`src/rtl/fib_arbiter.sv`:
```
// Round-robin arbiter sharing one four-phase fib core among NUM_CLI clients.
// Optional core watchdog enabled by defining FIB_ARB_TIMEOUT_EN.
module fib_arbiter #(
  parameter int NUM_CLI = 4,
  parameter int N_IN    = 10,
  parameter int N_OUT   = 24,
  parameter int TIMEOUT = 4096,
  localparam int ID_W   = (NUM_CLI <= 2) ? 1 : $clog2(NUM_CLI)
) (
  input  logic                    clk,
  input  logic                    rst_n,
  input  logic [NUM_CLI-1:0]      cli_req,
  input  logic [NUM_CLI*N_IN-1:0] cli_n,
  output logic [NUM_CLI-1:0]      cli_ack,
  output logic [N_OUT-1:0]        cli_result,
  output logic                    cli_err,
  output logic                    core_req,
  output logic [N_IN-1:0]         core_n,
  input  logic                    core_ack,
  input  logic [N_OUT-1:0]        core_result,
  output logic                    busy,
  output logic [ID_W-1:0]         grant_id
);

  typedef enum logic [1:0] {
    IDLE     = 2'd0,
    CORE_REQ = 2'd1,
    CORE_REL = 2'd2,
    CLI_ACK  = 2'd3
  } state_t;

  localparam logic [ID_W-1:0] LAST_ID   = ID_W'(NUM_CLI - 1);
  localparam logic [ID_W:0]   NUM_CLI_W = (ID_W+1)'(NUM_CLI);

  state_t               state_q, state_d;
  logic [ID_W-1:0]      rr_ptr_q, rr_ptr_d;
  logic [ID_W-1:0]      grant_q, grant_d;
  logic                 core_req_q, core_req_d;
  logic [N_IN-1:0]      core_n_q, core_n_d;
  logic [NUM_CLI-1:0]   cli_ack_q, cli_ack_d;
  logic [N_OUT-1:0]     cli_result_q, cli_result_d;

  logic [N_IN-1:0]      n_arr    [NUM_CLI];
  logic [ID_W-1:0]      cand_idx [NUM_CLI];
  logic [NUM_CLI-1:0]   cand_vld;
  logic [ID_W-1:0]      pick_idx;
  logic                 pick_any;
  logic [NUM_CLI-1:0]   grant_onehot;
  logic                 grant_req;

  // Candidate k is the client k places after rr_ptr, wrapping modulo NUM_CLI.
  for (genvar gi = 0; gi < NUM_CLI; gi++) begin : g_cli
    logic [ID_W:0] sum;
    assign n_arr[gi]    = cli_n[gi*N_IN +: N_IN];
    assign sum          = {1'b0, rr_ptr_q} + (ID_W+1)'(gi);
    assign cand_idx[gi] = (sum >= NUM_CLI_W) ? ID_W'(sum - NUM_CLI_W) : ID_W'(sum);
    assign cand_vld[gi] = cli_req[cand_idx[gi]];
  end

  always_comb begin
    pick_any = |cli_req;
    pick_idx = '0;
    for (int k = NUM_CLI - 1; k >= 0; k--) begin
      if (cand_vld[k]) pick_idx = cand_idx[k];
    end
  end

  assign grant_onehot = NUM_CLI'(1) << grant_q;
  assign grant_req    = cli_req[grant_q];

`ifdef FIB_ARB_TIMEOUT_EN
  localparam int CNT_W = $clog2(TIMEOUT + 1);
  localparam logic [CNT_W-1:0] CNT_LAST = CNT_W'(TIMEOUT - 1);

  logic [CNT_W-1:0] cnt_q, cnt_d;
  logic             cli_err_q, cli_err_d;
  logic             wd_fire;

  assign wd_fire = (cnt_q == CNT_LAST);
  assign cli_err = cli_err_q;
`else
  assign cli_err = 1'b0;
`endif

  always_comb begin
    state_d      = state_q;
    rr_ptr_d     = rr_ptr_q;
    grant_d      = grant_q;
    core_req_d   = core_req_q;
    core_n_d     = core_n_q;
    cli_ack_d    = cli_ack_q;
    cli_result_d = cli_result_q;
`ifdef FIB_ARB_TIMEOUT_EN
    cnt_d        = cnt_q;
    cli_err_d    = cli_err_q;
`endif
    unique case (state_q)
      IDLE: begin
        // Hold off while a previously aborted core transaction still shows ack.
        if (pick_any && !core_ack) begin
          grant_d    = pick_idx;
          core_n_d   = n_arr[pick_idx];
          rr_ptr_d   = (pick_idx == LAST_ID) ? '0 : pick_idx + 1'b1;
          core_req_d = 1'b1;
          state_d    = CORE_REQ;
`ifdef FIB_ARB_TIMEOUT_EN
          cnt_d      = '0;
`endif
        end
      end
      CORE_REQ: begin
`ifdef FIB_ARB_TIMEOUT_EN
        cnt_d = cnt_q + 1'b1;
`endif
        if (core_ack) begin
          cli_result_d = core_result;
          core_req_d   = 1'b0;
          state_d      = CORE_REL;
        end
`ifdef FIB_ARB_TIMEOUT_EN
        else if (wd_fire) begin
          core_req_d   = 1'b0;
          cli_result_d = '0;
          if (grant_req) begin
            cli_ack_d = grant_onehot;
            cli_err_d = 1'b1;
            state_d   = CLI_ACK;
          end else begin
            state_d   = IDLE;
          end
        end
`endif
      end
      CORE_REL: begin
`ifdef FIB_ARB_TIMEOUT_EN
        cnt_d = cnt_q + 1'b1;
`endif
        if (!core_ack) begin
          if (grant_req) begin
            cli_ack_d = grant_onehot;
            state_d   = CLI_ACK;
          end else begin
            state_d   = IDLE;
          end
        end
`ifdef FIB_ARB_TIMEOUT_EN
        else if (wd_fire) begin
          // Core ack stuck high: report the captured result, flagged as an error.
          if (grant_req) begin
            cli_ack_d = grant_onehot;
            cli_err_d = 1'b1;
            state_d   = CLI_ACK;
          end else begin
            state_d   = IDLE;
          end
        end
`endif
      end
      CLI_ACK: begin
        if (!grant_req) begin
          cli_ack_d = '0;
          state_d   = IDLE;
`ifdef FIB_ARB_TIMEOUT_EN
          cli_err_d = 1'b0;
`endif
        end
      end
      default: state_d = IDLE;
    endcase
  end

  always_ff @(posedge clk) begin
    if (!rst_n) begin
      state_q      <= IDLE;
      rr_ptr_q     <= '0;
      grant_q      <= '0;
      core_req_q   <= 1'b0;
      core_n_q     <= '0;
      cli_ack_q    <= '0;
      cli_result_q <= '0;
    end else begin
      state_q      <= state_d;
      rr_ptr_q     <= rr_ptr_d;
      grant_q      <= grant_d;
      core_req_q   <= core_req_d;
      core_n_q     <= core_n_d;
      cli_ack_q    <= cli_ack_d;
      cli_result_q <= cli_result_d;
    end
  end

`ifdef FIB_ARB_TIMEOUT_EN
  always_ff @(posedge clk) begin
    if (!rst_n) begin
      cnt_q     <= '0;
      cli_err_q <= 1'b0;
    end else begin
      cnt_q     <= cnt_d;
      cli_err_q <= cli_err_d;
    end
  end
`endif

  assign cli_ack    = cli_ack_q;
  assign cli_result = cli_result_q;
  assign core_req   = core_req_q;
  assign core_n     = core_n_q;
  assign busy       = (state_q != IDLE);
  assign grant_id   = grant_q;

endmodule
```
`config.mk`:
```
export PLATFORM = sky130hd
export DESIGN_NAME = fib_arbiter
export DESIGN_NICKNAME = d
export VERILOG_FILES = /design/src/rtl/fib_arbiter.sv
export SDC_FILE = /design/constraint.sdc
export NUM_CORES = 1
export LEC_CHECK = 0
export CAP_MARGIN = 20
export CORE_UTILIZATION = 41
export DETAILED_ROUTE_END_ITERATION = 8
export PLACE_DENSITY = 0.85
export SYNTH_ARGS = -nofsm -noshare
export SYNTH_HDL_FRONTEND = slang
export SYNTH_SLANG_ARGS = --single-unit
export TNS_END_PERCENT = 10
```
`constraint.sdc`:
```
create_clock -name clk -period 3.95 [get_ports clk]
set_input_delay 0.79 -clock clk [delete_from_list [all_inputs] [get_ports clk]]
set_output_delay 0.79 -clock clk [all_outputs]
set_load 0.01 [all_outputs]
```
=== Yosys cells after proc, flatten, opt, wreduce, memory -nomap -nowiden ===
Index checks and enable logic that the tools add are counted.

* Shift operators: 1
* Divide/modulo/power cells: 0
* Order comparisons: 10
* Reduce and logical (&&, ||, !) cells: 12
* Multipliers: 0
* Bitwise gates (word level): 1
* Add/subtract/negate cells: 8
* Muxes and demuxes: 35
* Equality and inequality tests: 9

{| class="wikitable"
|+ Operators by type and width
! operator !! number
|-
| 2-to-1 mux 2 bit || 14
|-
| binary-select mux 10 bit (select 2 bit) || 1
|-
| 2-to-1 mux 10 bit || 2
|-
| less-than comparator 2 x 3 -> 1 bit, second input constant || 5
|-
| greater-or-equal comparator 3 bit, second input constant || 4
|-
| 2-to-1 mux 4 bit || 3
|-
| binary-select mux 1 bit (select 2 bit) || 5
|-
| != test 2 bit, second input constant || 5
|-
| case mux 2 bit (4 select lines) || 1
|-
| case mux 4 bit (2 select lines) || 1
|-
| AND reduction 4 bit || 2
|-
| subtractor 2 x 1 -> 2 bit, second input constant || 4
|-
| 2-to-1 mux 1 bit || 7
|-
| adder 2 x 2 -> 3 bit, second input constant || 2
|-
| == test 2 bit, second input constant || 3
|-
| nonzero test 2 bit || 3
|-
| AND reduction 2 bit || 2
|-
| OR reduction 4 bit || 1
|-
| << shifter 1 x 2 -> 4 bit, first input constant || 1
|-
| adder 2 x 1 -> 3 bit, second input constant || 1
|-
| greater-or-equal comparator 2 x 3 -> 1 bit, second input constant || 1
|-
| NOT 2 -> 3 bit || 1
|-
| AND reduction 3 bit || 1
|-
| adder 2 x 1 -> 2 bit, second input constant || 1
|-
| other kinds (5) || 5
|}

* Output and inout bits: 43
* Memory bits (read-only): 0
* Memories: 0
* Input bits: 71
* Register bits after elaboration: 45
* Latch bits: 0
* Bits in writable memories: 0
* Word-level logic and storage cells: 83

=== Longest topological paths before layout ===
* Depth after elaboration: 13
* Mapped depth: 7
* Gate-level depth less buffers: 5

=== Least setup slack after synthesis ===
No wires, ideal clock.

* Kind: input to register
* Start point: input cli_req[0]
* End point: register core_n_q[0] (netlist: core_n[0])
* Data required time: 3.820 ns
* Slack: 1.850 ns
* Stages on the path: 7
* Setup time: 0.130 ns
* Buffers on the path: 2
* Data arrival time: 1.970 ns
* Cell sequence: a21oi_1 > o21ai_1 > o2bb2a_1 > clkbuf_1 > buf_2 > mux2i_1 > o221ai_2

* Longest elaborated chain between the ends: 10

{| class="wikitable"
|+ RTL lines
! item !! RTL line !! text
|-
| from (decl) || 12 || <nowiki>input logic [NUM_CLI-1:0] cli_req,</nowiki>
|-
| binary-select mux 1 bit (select 2 bit) || 57 || <nowiki>assign cand_vld[gi] = cli_req[cand_idx[gi]];</nowiki>
|-
| 2-to-1 mux 1 bit (not written as such) || 57 ||
|-
| 2-to-1 mux 2 bit (4 in series) || 64 || <nowiki>if (cand_vld[k]) pick_idx = cand_idx[k];</nowiki>
|-
| NOT 2 -> 3 bit (not written as such) || 102 || <nowiki>core_n_d = n_arr[pick_idx];</nowiki>
|-
| binary-select mux 10 bit (select 2 bit) || 102 ||
|-
| 2-to-1 mux 10 bit (not written as such) (2 in series) || 102 ||
|-
| to (signal assigned) || 186 || <nowiki>core_n_q <= core_n_d;</nowiki>
|-
| to (decl) || 39 || <nowiki>logic [N_IN-1:0] core_n_q, core_n_d;</nowiki>
|}

Parallel ways exist; a longest one is shown, timed or not. The select of a mux whose other input is x is not followed.
A chain may end at the register's enable or synchronous reset.

=== Worst setup path after layout ===
* Start point: input cli_req[0]
* End point: register core_n_q[1] (netlist: core_n[1])

The elaborated chain is that of the path after synthesis.

==> Implementation_results.wiki <==
{| class="wikitable"
! Metric !! Value
|-
| Total of cells resized after clock tree synthesis || 0
|-
| Maximum net fanout on the critical path || 13
|-
| Period utilisation layout || 68.14%
|-
| Worst slew margin relative to its limit || 46.32%
|-
| Setup crit end kind || flop
|-
| Final count of pins violating max slew || 0
|-
| Maximum level of the CTS H-tree || 2
|-
| Mux share of post-synthesis cell area || 11.81%
|-
| Chip width || 72.81 µm
|-
| Area fraction in compound gates after synthesis || 19.42%
|-
| Post-synthesis xor/xnor area fraction || 0.4260%
|-
| Via-per-instance ratio || 4.976
|-
| Initial Util || 42.95%
|-
| Hold bufs inserted after CTS || 0
|-
| Static leakage power || 0.001175 µW
|-
| Number of distinct library cells after synthesis || 31
|-
| Standard-cell rows || 25
|-
| Fraction of layout instances using a drive strength above 1 || 7.872%
|-
| Via count of the first global-routing pass || 1954
|-
| Number of nets still failing antenna checks after routing || 0
|-
| Adder-cell share of the synthesized area || 0%
|-
| Layout Nets || 413
|-
| Simple-gate share of the synthesized area || 19.29%
|-
| Clock network latency to the later pin of the worst-skew pair || 0.30 ns
|-
| Post-detailed-route DRC marker count || 0
|-
| Critical path endpoint || core_n[1]
|-
| Final Routed Wirelength || 5639 µm
|-
| Final setup vio count || 0
|-
| Number of clock sinks || 45
|-
| Slowest cell on the critical path || sky130_fd_sc_hd__nor4_1
|-
| Buffering stage count on the worst path with inverters included || 1
|-
| Critical path class || in2reg
|-
| Final hold violations || 0
|-
| Worst reg2reg path endpoint || core_n[1]
|-
| Hold Crit Class || reg2reg
|-
| Minimum setup slack among reg-to-reg paths || 1.89 ns
|-
| Arr. time, crit path || 2.85 ns
|-
| Slew at the pin closest to its max-slew limit || 0.8052 ns
|-
| Clock tree from TritonCTS || done
|-
| Worst reg2reg startpoint || state_q[0]
|-
| Synthesis-stage register bit count || 45
|-
| Power per standard cell area || 336.8 nW/µm²
|-
| Antenna diode instance count || 0
|-
| Maximum clock frequency || 371.5 MHz
|-
| Global-route wire length before repair || 8976 µm
|-
| Setup repair after global routing missed its margin || no
|-
| Worst setup slack after placement || 0.9861 ns
|-
| Maximum single-stage delay on the critical path || 0.58 ns
|-
| Clock-pin slew reported for the worst setup and hold paths after clock tree synthesis || 0.09 ns
|-
| Post-Syn Area per Cell || 8.674 µm²
|-
| Most used cells in the layout excluding fill and tap cells || sky130_fd_sc_hd__clkdlybuf4s50_1 (112), sky130_fd_sc_hd__nand2_1 (58), sky130_fd_sc_hd__dfxtp_1 (45), sky130_fd_sc_hd__a21oi_1 (34), sky130_fd_sc_hd__mux2i_1 (22)
|-
| Critical path launch point type || input pin
|-
| Worst setup margin || 1.258 ns
|-
| Total Negative Setup Slacks || 0 ns
|-
| Overflow left after global routing || 0
|-
| Worst IR Drop VDD || 0.2108 mV
|-
| Post-Syn Nets || 308
|-
| Result of the run || complete, no violations
|-
| Synthesis warning total || 0
|-
| Buffers added on ports || 112
|-
| Dominant combinational cell family by area after synthesis || compound AO/OA/AOI/OAI gates
|-
| I/O pin total || 114
|-
| Instance count of the mapped netlist || 237
|-
| Register area share after synthesis || 43.82%
|-
| Buffer depth of the longest clock path || 2
|-
| CTS buffer count || 5
|-
| Antenna violations before repair || 0
|-
| Max_cap viols || 0
|-
| Via count || 2040
|-
| Number of logic stages on the critical path including buffering || 5
|-
| Global routing usage summed across all routing layers || 22.18%
|-
| Required time reported for the critical path endpoint || 4.10 ns
|-
| Largest net degree at the start of global routing || 30
|-
| Cell chain of the critical path || clkdlybuf4s50_1, nor4_1, or3_4, or3_1, o221ai_2
|-
| Setup skew after layout || 0.01135 ns
|-
| Number of DRC markers after the initial detailed-route iteration || 85
|-
| Area growth from synthesis to layout || 61.41%
|-
| Clock root buffer || sky130_fd_sc_hd__clkbuf_8
|-
| CP Launch Point || cli_req[0]
|-
| Placed wire-length estimate || 4166 µm
|-
| Placeable Area || 4786 µm²
|-
| Y dimension of the die || 72.81 µm
|-
| Synth Cell Area || 2056 µm²
|-
| Overall power || 1117 µW
|-
| Depth of the worst register-to-register path || 4
|-
| Cell class contributing the biggest share of worst-path delay || simple AND/OR/NAND/NOR gates
|-
| Average detailed-routed wire length per instance || 13.75 µm
|-
| Post-CTS Setup Inserts || 0
|-
| Minimum clock period || 2.692 ns
|-
| First-pass DRT Iterations || 4
|-
| Full die area || 5301 µm²
|-
| Most common library cell in the layout ignoring fill and taps || sky130_fd_sc_hd__clkdlybuf4s50_1
|-
| Gp weighted congestion || 0.7046
|-
| Hold Crit Start || cli_ack[3]
|}
[worst register-to-register path: stages, from the launching register on]
cell                       delay (ns)
sky130_fd_sc_hd__dfxtp_1         0.38
sky130_fd_sc_hd__or2_4           0.29
sky130_fd_sc_hd__or3_4           0.46
sky130_fd_sc_hd__or3_1           0.62
sky130_fd_sc_hd__o221ai_2        0.23
[layout make-up]
class	instances	area, µm²
Clock inverter	1	30.03
Timing Repair Buffer	116	1151
Fill cell	404	1468
Tap cell	67	83.83
Clock buffer	7	86.33
Multi-Input combinational cell	170	1051
Inverter	4	15.01
Sequential cell	45	900.9
[synthesized netlist by cell type]
| cell type | number | share of area (%) |
|---|---|---|
| sky130_fd_sc_hd__nand2b_1 | 1 | 0.30 |
| sky130_fd_sc_hd__nand3_1 | 14 | 3.4 |
| sky130_fd_sc_hd__and2b_1 | 1 | 0.37 |
| sky130_fd_sc_hd__buf_4 | 1 | 0.37 |
| sky130_fd_sc_hd__or3_4 | 1 | 0.55 |
| sky130_fd_sc_hd__o2bb2a_1 | 1 | 0.49 |
| sky130_fd_sc_hd__nor2_1 | 6 | 1.1 |
| sky130_fd_sc_hd__o221ai_2 | 10 | 7.3 |
| sky130_fd_sc_hd__or2_4 | 1 | 0.43 |
| sky130_fd_sc_hd__a21oi_1 | 34 | 8.3 |
| sky130_fd_sc_hd__dfxtp_1 | 45 | 44 |
| sky130_fd_sc_hd__inv_1 | 4 | 0.73 |
| sky130_fd_sc_hd__mux2i_1 | 22 | 11 |
| sky130_fd_sc_hd__buf_2 | 2 | 0.49 |
| sky130_fd_sc_hd__a211oi_1 | 1 | 0.37 |
| sky130_fd_sc_hd__or3_1 | 1 | 0.30 |
| sky130_fd_sc_hd__nand3b_1 | 1 | 0.37 |
| sky130_fd_sc_hd__a311oi_2 | 1 | 0.73 |
| sky130_fd_sc_hd__and3_1 | 2 | 0.61 |
| sky130_fd_sc_hd__o21ai_0 | 2 | 0.49 |
| sky130_fd_sc_hd__nor4_1 | 1 | 0.30 |
| sky130_fd_sc_hd__o22ai_1 | 1 | 0.30 |
| sky130_fd_sc_hd__buf_6 | 2 | 1.1 |
| sky130_fd_sc_hd__clkbuf_1 | 13 | 2.4 |
| sky130_fd_sc_hd__o21ai_1 | 6 | 1.5 |
| sky130_fd_sc_hd__xnor2_1 | 1 | 0.43 |
| sky130_fd_sc_hd__conb_1 | 1 | 0.18 |
| sky130_fd_sc_hd__mux4_2 | 1 | 1.1 |
| sky130_fd_sc_hd__nor3_2 | 1 | 0.49 |
| sky130_fd_sc_hd__nand2_1 | 58 | 11 |
| sky130_fd_sc_hd__nand3_2 | 1 | 0.49 |
[metal layers]
| layer | track usage [%] | up-vias | share of wire [%] |
|---|---|---|---|
| met5 | 0 | - | 0 |
| met4 | 8.715 | 0 | 1.6 |
| met3 | 7.597 | 8 | 7.4 |
| met2 | 37.38 | 75 | 50 |
| met1 | 25.88 | 922 | 41 |
| li1 | - | 1035 | - |
[cell families (layout without fill, tap and decap cells)]
family          after synthesis  count (layout)
mux                          23              23
buf+inv                      22             128
xor+xnor                      1               1
other cells                   1               1
simple gates                 89              89
flops                        45              45
compound gates               56              56
[report_power, final]
part	internal, µW	total [µW]	leakage, µW	switching, µW
clock network	206	361	0.0000585	155
registers	478	497	0.000366	18.4
logic	151	259	0.000751	109
[sequential cells by signal (all words and copies together) (netlist names)]
| register | cells |
|---|---|
| core_req | 1 |
| state_q | 2 |
| cli_ack | 4 |
| cli_result | 24 |
| rr_ptr_q | 2 |
| core_n | 10 |
| grant_id | 2 |
[how the worst min path moves through the flow]
stage,end,cells past startpoint,slack [ns]
2_1_floorplan,cli_ack[0],2,0.47
3_3_place_gp,cli_ack[2],2,0.44
3_5_place_dp,cli_ack[1],2,0.44
4_1_cts,cli_ack[3],2,0.46
5_1_grt,cli_result[20],2,0.47
6_report,cli_ack[3],2,0.45
[stage by stage]
| step | std cells | hold slack, ns | utilization (%) | instance area [µm²] |
|---|---|---|---|---|
| 2_1_floorplan | 237 | 0.4726 | - | 2056 |
| 3_3_place_gp | 402 | 0.4382 | 66.90 | 3202 |
| 3_5_place_dp | 402 | 0.4433 | 66.90 | 3202 |
| 4_1_cts | 410 | 0.4561 | 69.33 | 3318 |
| 5_1_grt | 410 | 0.4705 | 69.33 | 3318 |
| 6_report | 410 | 0.4524 | 69.33 | 3318 |
Note: power is estimated with default switching activity, not from simulation.
